==> src/rtl/ahb_burst_tracker.sv <==
`default_nettype none
// ============================================================================
// Module   : ahb_burst_tracker
// Purpose  : AHB-Lite slave-side burst tracker; one registered beat
//            descriptor per accepted beat plus protocol error pulses.
// Revision : 1.0 - initial release
// ============================================================================
module ahb_burst_tracker #(
  parameter int ADDR_W     = 32,
  parameter int DATA_BYTES = 4,
  parameter int IDX_W      = 4
) (
  input  logic              clk,
  input  logic              rstn,
  input  logic              hsel,
  input  logic [ADDR_W-1:0] haddr,
  input  logic [1:0]        htrans,
  input  logic [2:0]        hburst,
  input  logic [2:0]        hsize,
  input  logic              hwrite,
  input  logic              hready,
  output logic              beat_valid,
  output logic [ADDR_W-1:0] beat_addr,
  output logic [IDX_W-1:0]  beat_idx,
  output logic              beat_first,
  output logic              beat_last,
  output logic              beat_write,
  output logic              burst_active,
  output logic              err_seq,
  output logic              err_size,
  output logic              err_term
);

  localparam int         C_LEN_W        = IDX_W + 1;
  localparam logic [2:0] C_MAX_SIZE     = 3'($clog2(DATA_BYTES));
  localparam logic [2:0] C_BURST_SINGLE = 3'd0;
  localparam logic [2:0] C_BURST_INCR   = 3'd1;
  localparam logic [1:0] C_TRANS_BUSY   = 2'd1;

  typedef enum logic [1:0] {
    S_IDLE  = 2'd0,
    S_FIXED = 2'd1,
    S_OPEN  = 2'd2
  } state_t;

  state_t               r_state, w_state_nx;
  logic [2:0]           r_size, w_size_nx;
  logic [C_LEN_W-1:0]   r_len, w_len_nx;
  logic                 r_wrap, w_wrap_nx;
  logic                 r_write, w_write_nx;
  logic                 r_done, w_done_nx;
  logic [IDX_W-1:0]     r_idx, w_idx_nx;
  logic [ADDR_W-1:0]    r_exp, w_exp_nx;

  logic                 w_valid_nx, w_first_nx, w_last_nx, w_bwrite_nx;
  logic [ADDR_W-1:0]    w_addr_nx;
  logic [IDX_W-1:0]     w_bidx_nx;
  logic                 w_eseq_nx, w_esize_nx, w_eterm_nx;

  logic                 w_acc;
  logic [C_LEN_W-1:0]   w_len_dec;
  logic                 w_wrap_dec;
  logic [2:0]           w_sel_size;
  logic [C_LEN_W-1:0]   w_sel_len;
  logic                 w_sel_wrap;
  logic [ADDR_W-1:0]    w_incr, w_mask, w_sum, w_next;
  logic [IDX_W-1:0]     w_idx_inc;
  logic                 w_seq_last;

  assign w_acc = hsel && hready && htrans[1];

  always_comb begin
    w_len_dec = C_LEN_W'(16);
    case (hburst)
      3'd0:       w_len_dec = C_LEN_W'(1);
      3'd1:       w_len_dec = C_LEN_W'(0);
      3'd2, 3'd3: w_len_dec = C_LEN_W'(4);
      3'd4, 3'd5: w_len_dec = C_LEN_W'(8);
      default:    w_len_dec = C_LEN_W'(16);
    endcase
  end
  assign w_wrap_dec = !hburst[0] && (hburst != C_BURST_SINGLE);

  // NONSEQ derives its expectation from the new burst's attributes, SEQ from the latched ones
  assign w_sel_size = htrans[0] ? r_size : hsize;
  assign w_sel_len  = htrans[0] ? r_len  : w_len_dec;
  assign w_sel_wrap = htrans[0] ? r_wrap : w_wrap_dec;
  assign w_incr     = ADDR_W'(1) << w_sel_size;
  assign w_mask     = (ADDR_W'(w_sel_len) << w_sel_size) - ADDR_W'(1);
  assign w_sum      = haddr + w_incr;
  assign w_next     = w_sel_wrap ? ((haddr & ~w_mask) | (w_sum & w_mask)) : w_sum;

  assign w_idx_inc  = ((r_state == S_OPEN) && (&r_idx)) ? r_idx : r_idx + 1'b1;
  assign w_seq_last = (r_state == S_FIXED) &&
                      ({1'b0, w_idx_inc} == C_LEN_W'(r_len - 1'b1));

  always_comb begin
    w_state_nx  = r_state;
    w_size_nx   = r_size;
    w_len_nx    = r_len;
    w_wrap_nx   = r_wrap;
    w_write_nx  = r_write;
    w_done_nx   = r_done;
    w_idx_nx    = r_idx;
    w_exp_nx    = r_exp;
    w_valid_nx  = beat_valid;
    w_addr_nx   = beat_addr;
    w_bidx_nx   = beat_idx;
    w_first_nx  = beat_first;
    w_last_nx   = beat_last;
    w_bwrite_nx = beat_write;
    w_eseq_nx   = err_seq;
    w_esize_nx  = err_size;
    w_eterm_nx  = err_term;
    if (hready) begin
      w_valid_nx = 1'b0;
      w_eseq_nx  = 1'b0;
      w_esize_nx = 1'b0;
      w_eterm_nx = 1'b0;
      if (w_acc) begin
        if (hsize > C_MAX_SIZE) begin
          w_esize_nx = 1'b1;
        end else if (!htrans[0]) begin
          w_eterm_nx  = (r_state == S_FIXED) && !r_done;
          w_size_nx   = hsize;
          w_len_nx    = w_len_dec;
          w_wrap_nx   = w_wrap_dec;
          w_write_nx  = hwrite;
          w_idx_nx    = '0;
          w_exp_nx    = w_next;
          w_done_nx   = (hburst == C_BURST_SINGLE);
          w_state_nx  = (hburst == C_BURST_INCR) ? S_OPEN : S_FIXED;
          w_valid_nx  = 1'b1;
          w_addr_nx   = haddr;
          w_bidx_nx   = '0;
          w_first_nx  = 1'b1;
          w_last_nx   = (hburst == C_BURST_SINGLE);
          w_bwrite_nx = hwrite;
        end else if ((r_state != S_IDLE) && !r_done) begin
          w_eseq_nx   = (haddr != r_exp);
          w_idx_nx    = w_idx_inc;
          w_exp_nx    = w_next;
          w_valid_nx  = 1'b1;
          w_addr_nx   = haddr;
          w_bidx_nx   = w_idx_inc;
          w_first_nx  = 1'b0;
          w_last_nx   = w_seq_last;
          w_bwrite_nx = r_write;
          if (w_seq_last) begin
            w_state_nx = S_IDLE;
            w_done_nx  = 1'b1;
          end
        end else if (r_done) begin
          w_eterm_nx = 1'b1;
        end else begin
          w_eseq_nx = 1'b1;
        end
      end else if (!(hsel && (htrans == C_TRANS_BUSY))) begin
        w_eterm_nx = (r_state == S_FIXED) && !r_done;
        w_state_nx = S_IDLE;
      end
    end
  end

  always_ff @(posedge clk or negedge rstn) begin
    if (!rstn) begin
      r_state    <= S_IDLE;
      r_size     <= '0;
      r_len      <= '0;
      r_wrap     <= 1'b0;
      r_write    <= 1'b0;
      r_done     <= 1'b0;
      r_idx      <= '0;
      r_exp      <= '0;
      beat_valid <= 1'b0;
      beat_addr  <= '0;
      beat_idx   <= '0;
      beat_first <= 1'b0;
      beat_last  <= 1'b0;
      beat_write <= 1'b0;
      err_seq    <= 1'b0;
      err_size   <= 1'b0;
      err_term   <= 1'b0;
    end else begin
      r_state    <= w_state_nx;
      r_size     <= w_size_nx;
      r_len      <= w_len_nx;
      r_wrap     <= w_wrap_nx;
      r_write    <= w_write_nx;
      r_done     <= w_done_nx;
      r_idx      <= w_idx_nx;
      r_exp      <= w_exp_nx;
      beat_valid <= w_valid_nx;
      beat_addr  <= w_addr_nx;
      beat_idx   <= w_bidx_nx;
      beat_first <= w_first_nx;
      beat_last  <= w_last_nx;
      beat_write <= w_bwrite_nx;
      err_seq    <= w_eseq_nx;
      err_size   <= w_esize_nx;
      err_term   <= w_eterm_nx;
    end
  end

  assign burst_active = (r_state != S_IDLE);

endmodule
`default_nettype wire

==> config.mk <==
export PLATFORM = sky130hd
export DESIGN_NAME = ahb_burst_tracker
export DESIGN_NICKNAME = d
export VERILOG_FILES = /design/src/rtl/ahb_burst_tracker.sv
export SDC_FILE = /design/constraint.sdc
export NUM_CORES = 1
export LEC_CHECK = 0
export CORE_MARGIN = 5
export CORE_UTILIZATION = 55
export DETAILED_ROUTE_END_ITERATION = 10
export PLACE_DENSITY = 0.81
export RECOVER_POWER = 100
export SLEW_MARGIN = 20
export SYNTH_ARGS = -nofsm -noshare
export SYNTH_HDL_FRONTEND = slang
export SYNTH_SLANG_ARGS = --single-unit
export TNS_END_PERCENT = 10
==> constraint.sdc <==
create_clock -name clk -period 3.6 [get_ports clk]
set_clock_uncertainty 0.05 [all_clocks]
set_input_delay 0.36 -clock clk [delete_from_list [all_inputs] [get_ports clk]]
set_output_delay 0.36 -clock clk [all_outputs]
set_load 0.01 [all_outputs]
==> out/metrics.cfg, run 1 <==
[die]
io_pins = 89
die-height_um = 115
core_um2 = 10800
start_util = 0.558
die_area_um2 = 13100
die_x_um = 115
rows = 38

[clocking]
cts.sinks = 88
clock_path_buffers = 2
clk_latency_ns = 0.37
cts_tree = yes
numCtsBuffers = 9
cts_root_buf = clkbuf_8
h-tree-depth = 3
cts.clk_slew.worst_paths_ns = 0.09

[timing]
hold_viol_final = 0
tightest_slew_ns = 1.29
fmax_mhz = 297
rsz0062_at_grt = no
max_slew_margin = 0.141
finalMaxSlewViolations = 0
setup_viol_count_final = 0
min_period_ns = 3.36
setup_ws_ns = 0.238
timing.final.crit_share = 0.934

[logic_synthesis]
synth_area_leaders = dfrtp_1 (37%), nand2_1 (8.4%), xnor2_1 (4.7%)
synth_fp_nets = 776
yosys.cell_types.count = 69
synth_xor_area_frac = 0.0712
synth-adder-area-share = 0.0282
syn_area_per_cell_um2 = 8.39
synth_area_um2 = 6030
synth_top_area_cell = dfrtp_1
synth-compound-area-share = 0.207
synth_edf_count = 0
async_flop_share = 1.00
synthCells = 718
synth-simple-area-share = 0.252
ys_seq_elements = 88
ys_warn_count = 0
synth_top_family_by_area = simple AND/OR/NAND/NOR gates
ys_seq_area_frac = 0.365
synth_top_area_share = 0.365
ys.flop_type = dfrtp_1
muxShareOfSynthArea = 0.0380

[drt]
wire_per_inst_um = 18.8
via_count = 6077
drc_errors = 0
ant_nets = 0
drtPass1Iterations = 5
drt-initial-drc-count = 627
vias_per_cell = 6.18
routed_wl_mm = 18.4

[global_routing]
grt_util_all_layers = 0.288
grt_pass1_wl_mm = 30.2
grt_start_max_net_pins = 51
grt_pass1_vias = 6001
grt_remaining_overflow = 0
antenna_found_initial = 0

[power]
vdd_drop_max_v = 0.000294
leakagePower_nw = 3.30
power.total_mw = 3.57
p_per_area_nw_per_um2 = 474

[placement]
place_congestion = 0.993
place_ws_ns = -0.174
hpwl_mm = 14.0
place_area_um2 = 7400
numPortBuffers = 88

[critical_path]
crit_path_frequent_cell = a21oi_1
crit_buf_inv = 3
cp-start-kind = input pin
crit_family = simple AND/OR/NAND/NOR gates
cp.arrival_ns = 3.60
crit_chain = clkdlybuf4s50_1, buf_4, mux2i_1, nand2_1, nor2_1, ha_1, fa_1, a21oi_1, o21ai_0, a21oi_1, nand2b_1, buf_12, or4_1, a31oi_1
cp_max_fo = 18
cpMaxStageDelayCell = or4_1
crit_required_ns = 3.84
cp.depth = 14
worstSetupPathType = in -> reg
slowest_delay_ns = 0.50
crit_path_end_kind = register
reg2reg_depth = 9

[layout]
multiInputGateArea_um2 = 3590
n_fill_cell = 882
syn2layout_area_growth_pct = 25.1
nNetsFinal = 896
seq_area_um2 = 2200
antenna-diode-count = 0
final_cell_mix = nand2_1 (135), dfrtp_1 (88), nor2_1 (55)
mostFrequentLayoutCell = nand2_1
layout-drive-gt1-share = 0.113
design_area_um2 = 7540

[hold_path]
hold_path_class = reg -> reg
hold_depth = 2

[job]
cap_violations = 0

[status]
status = finished clean

tightest hold or removal path: stages (launching register included):
cell and delay [ns]:
dfrtp_1 0.34, nand2_1 0.05, nand2_1 0.05
stage by stage:
| step | util | TNS, ns | hold slack (ns) | std cells |
|---|---|---|---|---|
| 6_report | 0.698 | 0 | 0.415 | 983 |
| 4_1_cts | 0.704 | 0 | 0.428 | 983 |
| 2_1_floorplan | - | 0 | 0.0144 | 718 |
| 3_3_place_gp | 0.686 | -0.233 | 0.385 | 966 |
| 3_5_place_dp | 0.686 | -0.875 | 0.384 | 966 |
| 5_1_grt | 0.698 | 0 | 0.454 | 983 |
sequential cells by signal, indices dropped and copies added, names as in the netlist:
signal,count
beat_addr,32
beat_valid,1
beat_last,1
err_term,1
err_seq,1
beat_first,1
r_wrap,1
r_size,3
r_write,1
r_state,2
err_size,1
r_idx,4
r_exp,32
r_len,5
beat_write,1
r_done,1
report_power, final:
group	switching, mW	internal [mW]	total [mW]
clock network	0.399	0.280	0.679
logic	0.807	0.692	1.50
registers	0.169	1.23	1.39
total	1.37	2.20	3.57
what timing repair did:
action / 4_1_cts / 5_1_grt
endpoints found under the setup margin: 0 / 1
buffers inserted: 0 / 0
hold buffers: 1 / 0
resized for setup: 0 / 1
hold endpoints to repair: 48 / 0
final cells by class:
class	instances	share of cell area
flip-flops and latches	88	0.292
repair buffers	151	0.176
inverters	13	0.00648
clock buffers	10	0.0183
clock inverters	6	0.00681
well taps	140	0.0232
multi-input cells	575	0.477
synth_stat cells (all sizes together) (5+ instances only):
cell and instances:
nand2 136, dfrtp 88, nor2 55, a21oi 32, xnor2 32, clkbuf 31
nand3 29, o21ai 24, a31oi 22, xor2 17, o31ai 15, nand4 14
inv 13, nor3 13, and3 12, ha 12, mux2 12, or4 12
a211oi 11, buf 11, mux2i 9, o211ai 9, a21o 8, nor4 8
and4 7, nand2b 7, and2 6, o31a 6, a22o 5
kinds of logic after synthesis:
logic type	Yosys count
compound gates	174
xor+xnor	49
fa+ha+maj	13
buf+inv	55
flops	88
mux	21
simple gates	318
per-layer routing:
metal / global-route usage / vias up / wire (um) / share of wire
li1: - / 2866 / - / -
met1: 0.386 / 2900 / 7860 / 0.43
met4: 0.0982 / 0 / 419 / 0.023
met2: 0.478 / 270 / 8970 / 0.49
met5: 0 / - / 0 / 0
met3: 0.0428 / 41 / 1200 / 0.065
final timing paths:
kind | start | end | slack (ns)
setup / recovery | htrans[0] | r_exp[18] | 0.24
hold / removal | beat_addr[22] | beat_addr[22] | 0.42
setup reg to reg | r_len[0] | r_exp[18] | 0.43
hold reg to reg | beat_addr[22] | beat_addr[22] | 0.42
max in group asynchronous | rstn | r_exp[5] | 0.99
min in group asynchronous | rstn | r_idx[3] | 0.74
Note: power is estimated with default switching activity, not from simulation.
==> run 2: changes to the inputs <==
Settings changed: CAP_MARGIN from default to 20.
==> results of run 2 <==
Same layout as run 1: the final DEF is identical, and so are final timing and power.
==> RTL edit (config.mk and constraints of run 1) <==
The parameter `IDX_W` goes from 4 to 3.
--- a/src/rtl/ahb_burst_tracker.sv
+++ b/src/rtl/ahb_burst_tracker.sv
@@ -8,7 +8,7 @@
 module ahb_burst_tracker #(
   parameter int ADDR_W     = 32,
   parameter int DATA_BYTES = 4,
-  parameter int IDX_W      = 4
+  parameter int IDX_W      = 3
 ) (
   input  logic              clk,
   input  logic              rstn,
Ports: changed (resized beat_idx); port bits go from 89 to 88. The function was not compared with the original's and may differ.
==> RTL edit against run 1 <==
Wire length shrank 10%. The run now ends with capacitance limit, slew limit left. Maximum frequency down 2.0%. Count of clock-buffer cells in the layout rose by 2. Sequential cell count decreased by 2. Design area is 4.0% lower. Area after synthesis decreased by 5.5%. Critical path type unchanged. Setup slack got worse by 0.070 ns. Power down 7.3%.
==> RTL edit: results <==
[outcome]
status = finished with violations
violations = capacitance limit, slew limit

[detailed_routing]
drtIter0Drc = 314
routed_wl_mm = 16.60
first_pass_iters = 5
via_per_inst = 5.787

[cts]
worstSkewPairLatency_ns = 0.36
cts_made_buffers = 9
ctsRootBufferMaster = clkbuf_8
cts_buffer_depth = 2
htreeDepth = 3
clk_pin_slew_worst_paths_ns = 0.09

[layout]
fill_cells = 781
syn2layout_area_growth_pct = 27.02
reg_top3 = beat_addr (32), r_exp (32), r_len (4)
layout.cells.non_filler = 923
drive_above_1_share_pct = 11.94
nets = 841
n_antenna_cell = 0

[placed_design]
io_buffers = 87
place_area_mm2 = 0.007046
routabilityCongestion = 0.8912
pre_cts_slack_ns = -0.1912
dp_hpwl_mm = 12.58
place_inst = 906

[yosys]
synth_fa_ha_area_share_pct = 3.207
seq_area_frac_synth_pct = 37.78
synthCells = 662
synthDistinctLibCells = 64
synth_commonest_cells = 162 x nand2_1, 86 x dfrtp_1, 38 x nor2_1, 35 x xnor2_1, 34 x o21ai_0
synth_area_leaders = dfrtp_1 38%, nand2_1 11%, xnor2_1 5.4%
synth_nets = 721
synth-xor-area-share_pct = 10.45
ys_warn_count = 0
synth_mux_area_share_pct = 3.866
synth_compound_area_share_pct = 16.58

[global_route]
grt_pass1_vias = 5325
grt_first_pass_wirelength_mm = 27.46
grt_start_max_net_pins = 73
grtUsageTotal_pct = 26.86
antenna_found_initial = 0

[worst_setup_path]
rr_worst_depth = 12
r2r-end = r_exp[10]$_DFFE_PN0P_
arrival_ns = 3.62
r2r_slack_ns = 0.41
crit_path_max_fanout = 8
reg2reg_from = r_size[0]$_DFFE_PN0P_

[job]
cap_violations = 1

[worst_hold_path]
holdPathEnd = beat_addr[10]$_DFFE_PN0P_
hp-start = beat_addr[10]$_DFFE_PN0P_
hold_depth = 2
hp-class = flip-flop to flip-flop

[sta]
fin_hold_ws_ns = 0.4257
max_clock_freq_mhz = 291.4
tightest_slew_ns = 2.548
slew_violations = 47

[pwr]
p_leak_nw = 3.259
peakVddDrop_mv = 0.2553
==> RTL edit: cell count changes after synthesis, moves of 13 or more <==
cell	run 1	this run
nor2_1	55	38
xor2_1	17	33
a31oi_1	22	6
o21ai_1	1	24
nand3_1	29	11
nand4_1	14	1
nand2_1	135	162
==> RTL edit: routing by layer <==
metal  share of wire, %  global-route usage [%]  vias up
met2                 48                   44.72      166
met1                 45                   36.36     2596
met3                4.6                   4.891       26
met5                  0                       0        -
met4                2.0                   6.650        0
li1                   -                       -     2553
==> RTL edit: area by class of cell <==
class | instances | share of cell area [%]
clock buffers | 12 | 2.144
flip-flops and latches | 86 | 29.74
multi-input cells | 529 | 46.57
clock inverters | 4 | 0.7609
repair buffers | 141 | 17.66
well taps | 136 | 2.352
inverters | 15 | 0.7781
==> RTL edit: kinds of logic after synthesis <==
logic type / after synthesis
mux: 20
compound gates: 140
xor+xnor: 68
buf+inv: 47
simple gates: 287
flops: 86
fa+ha+maj: 14
==> RTL edit: what timing repair did <==
action / CTS / global route
hold buffers: 1 / 0
setup endpoints to repair: 0 / 6
resized for setup: 0 / 3
buffers inserted: 0 / 0
hold endpoints to repair: 44 / 0
==> RTL edit: worst max path at each step <==
stage,startpoint,end,cells past startpoint
floorplan,htrans[0],r_exp[23]$_DFFE_PN0P_,17
global placement,htrans[0],r_exp[17]$_DFFE_PN0P_,15
detailed placement,htrans[0],r_exp[27]$_DFFE_PN0P_,15
CTS,htrans[0],r_exp[27]$_DFFE_PN0P_,15
global route,htrans[0],r_exp[25]$_DFFE_PN0P_,15
finish,htrans[0],r_exp[21]$_DFFE_PN0P_,15
==> RTL edit: power by group <==
group          internal [mW]  switching [mW]  total, mW
clock                  0.362           0.361      0.722
combinational          0.591           0.668       1.26
sequential              1.18           0.153       1.33
==> RTL edit: critical path, cell delays in order <==
cell and delay (ns):
clkdlybuf4s50_1 0.53, buf_4 0.18, buf_4 0.17, mux2_2 0.41
nand2_1 0.11, nor2_1 0.06, ha_1 0.31, inv_1 0.09
o211ai_1 0.24, and3_1 0.23, o21ai_1 0.14, buf_4 0.22
nor4_2 0.31, xnor2_1 0.17, o21ai_1 0.07
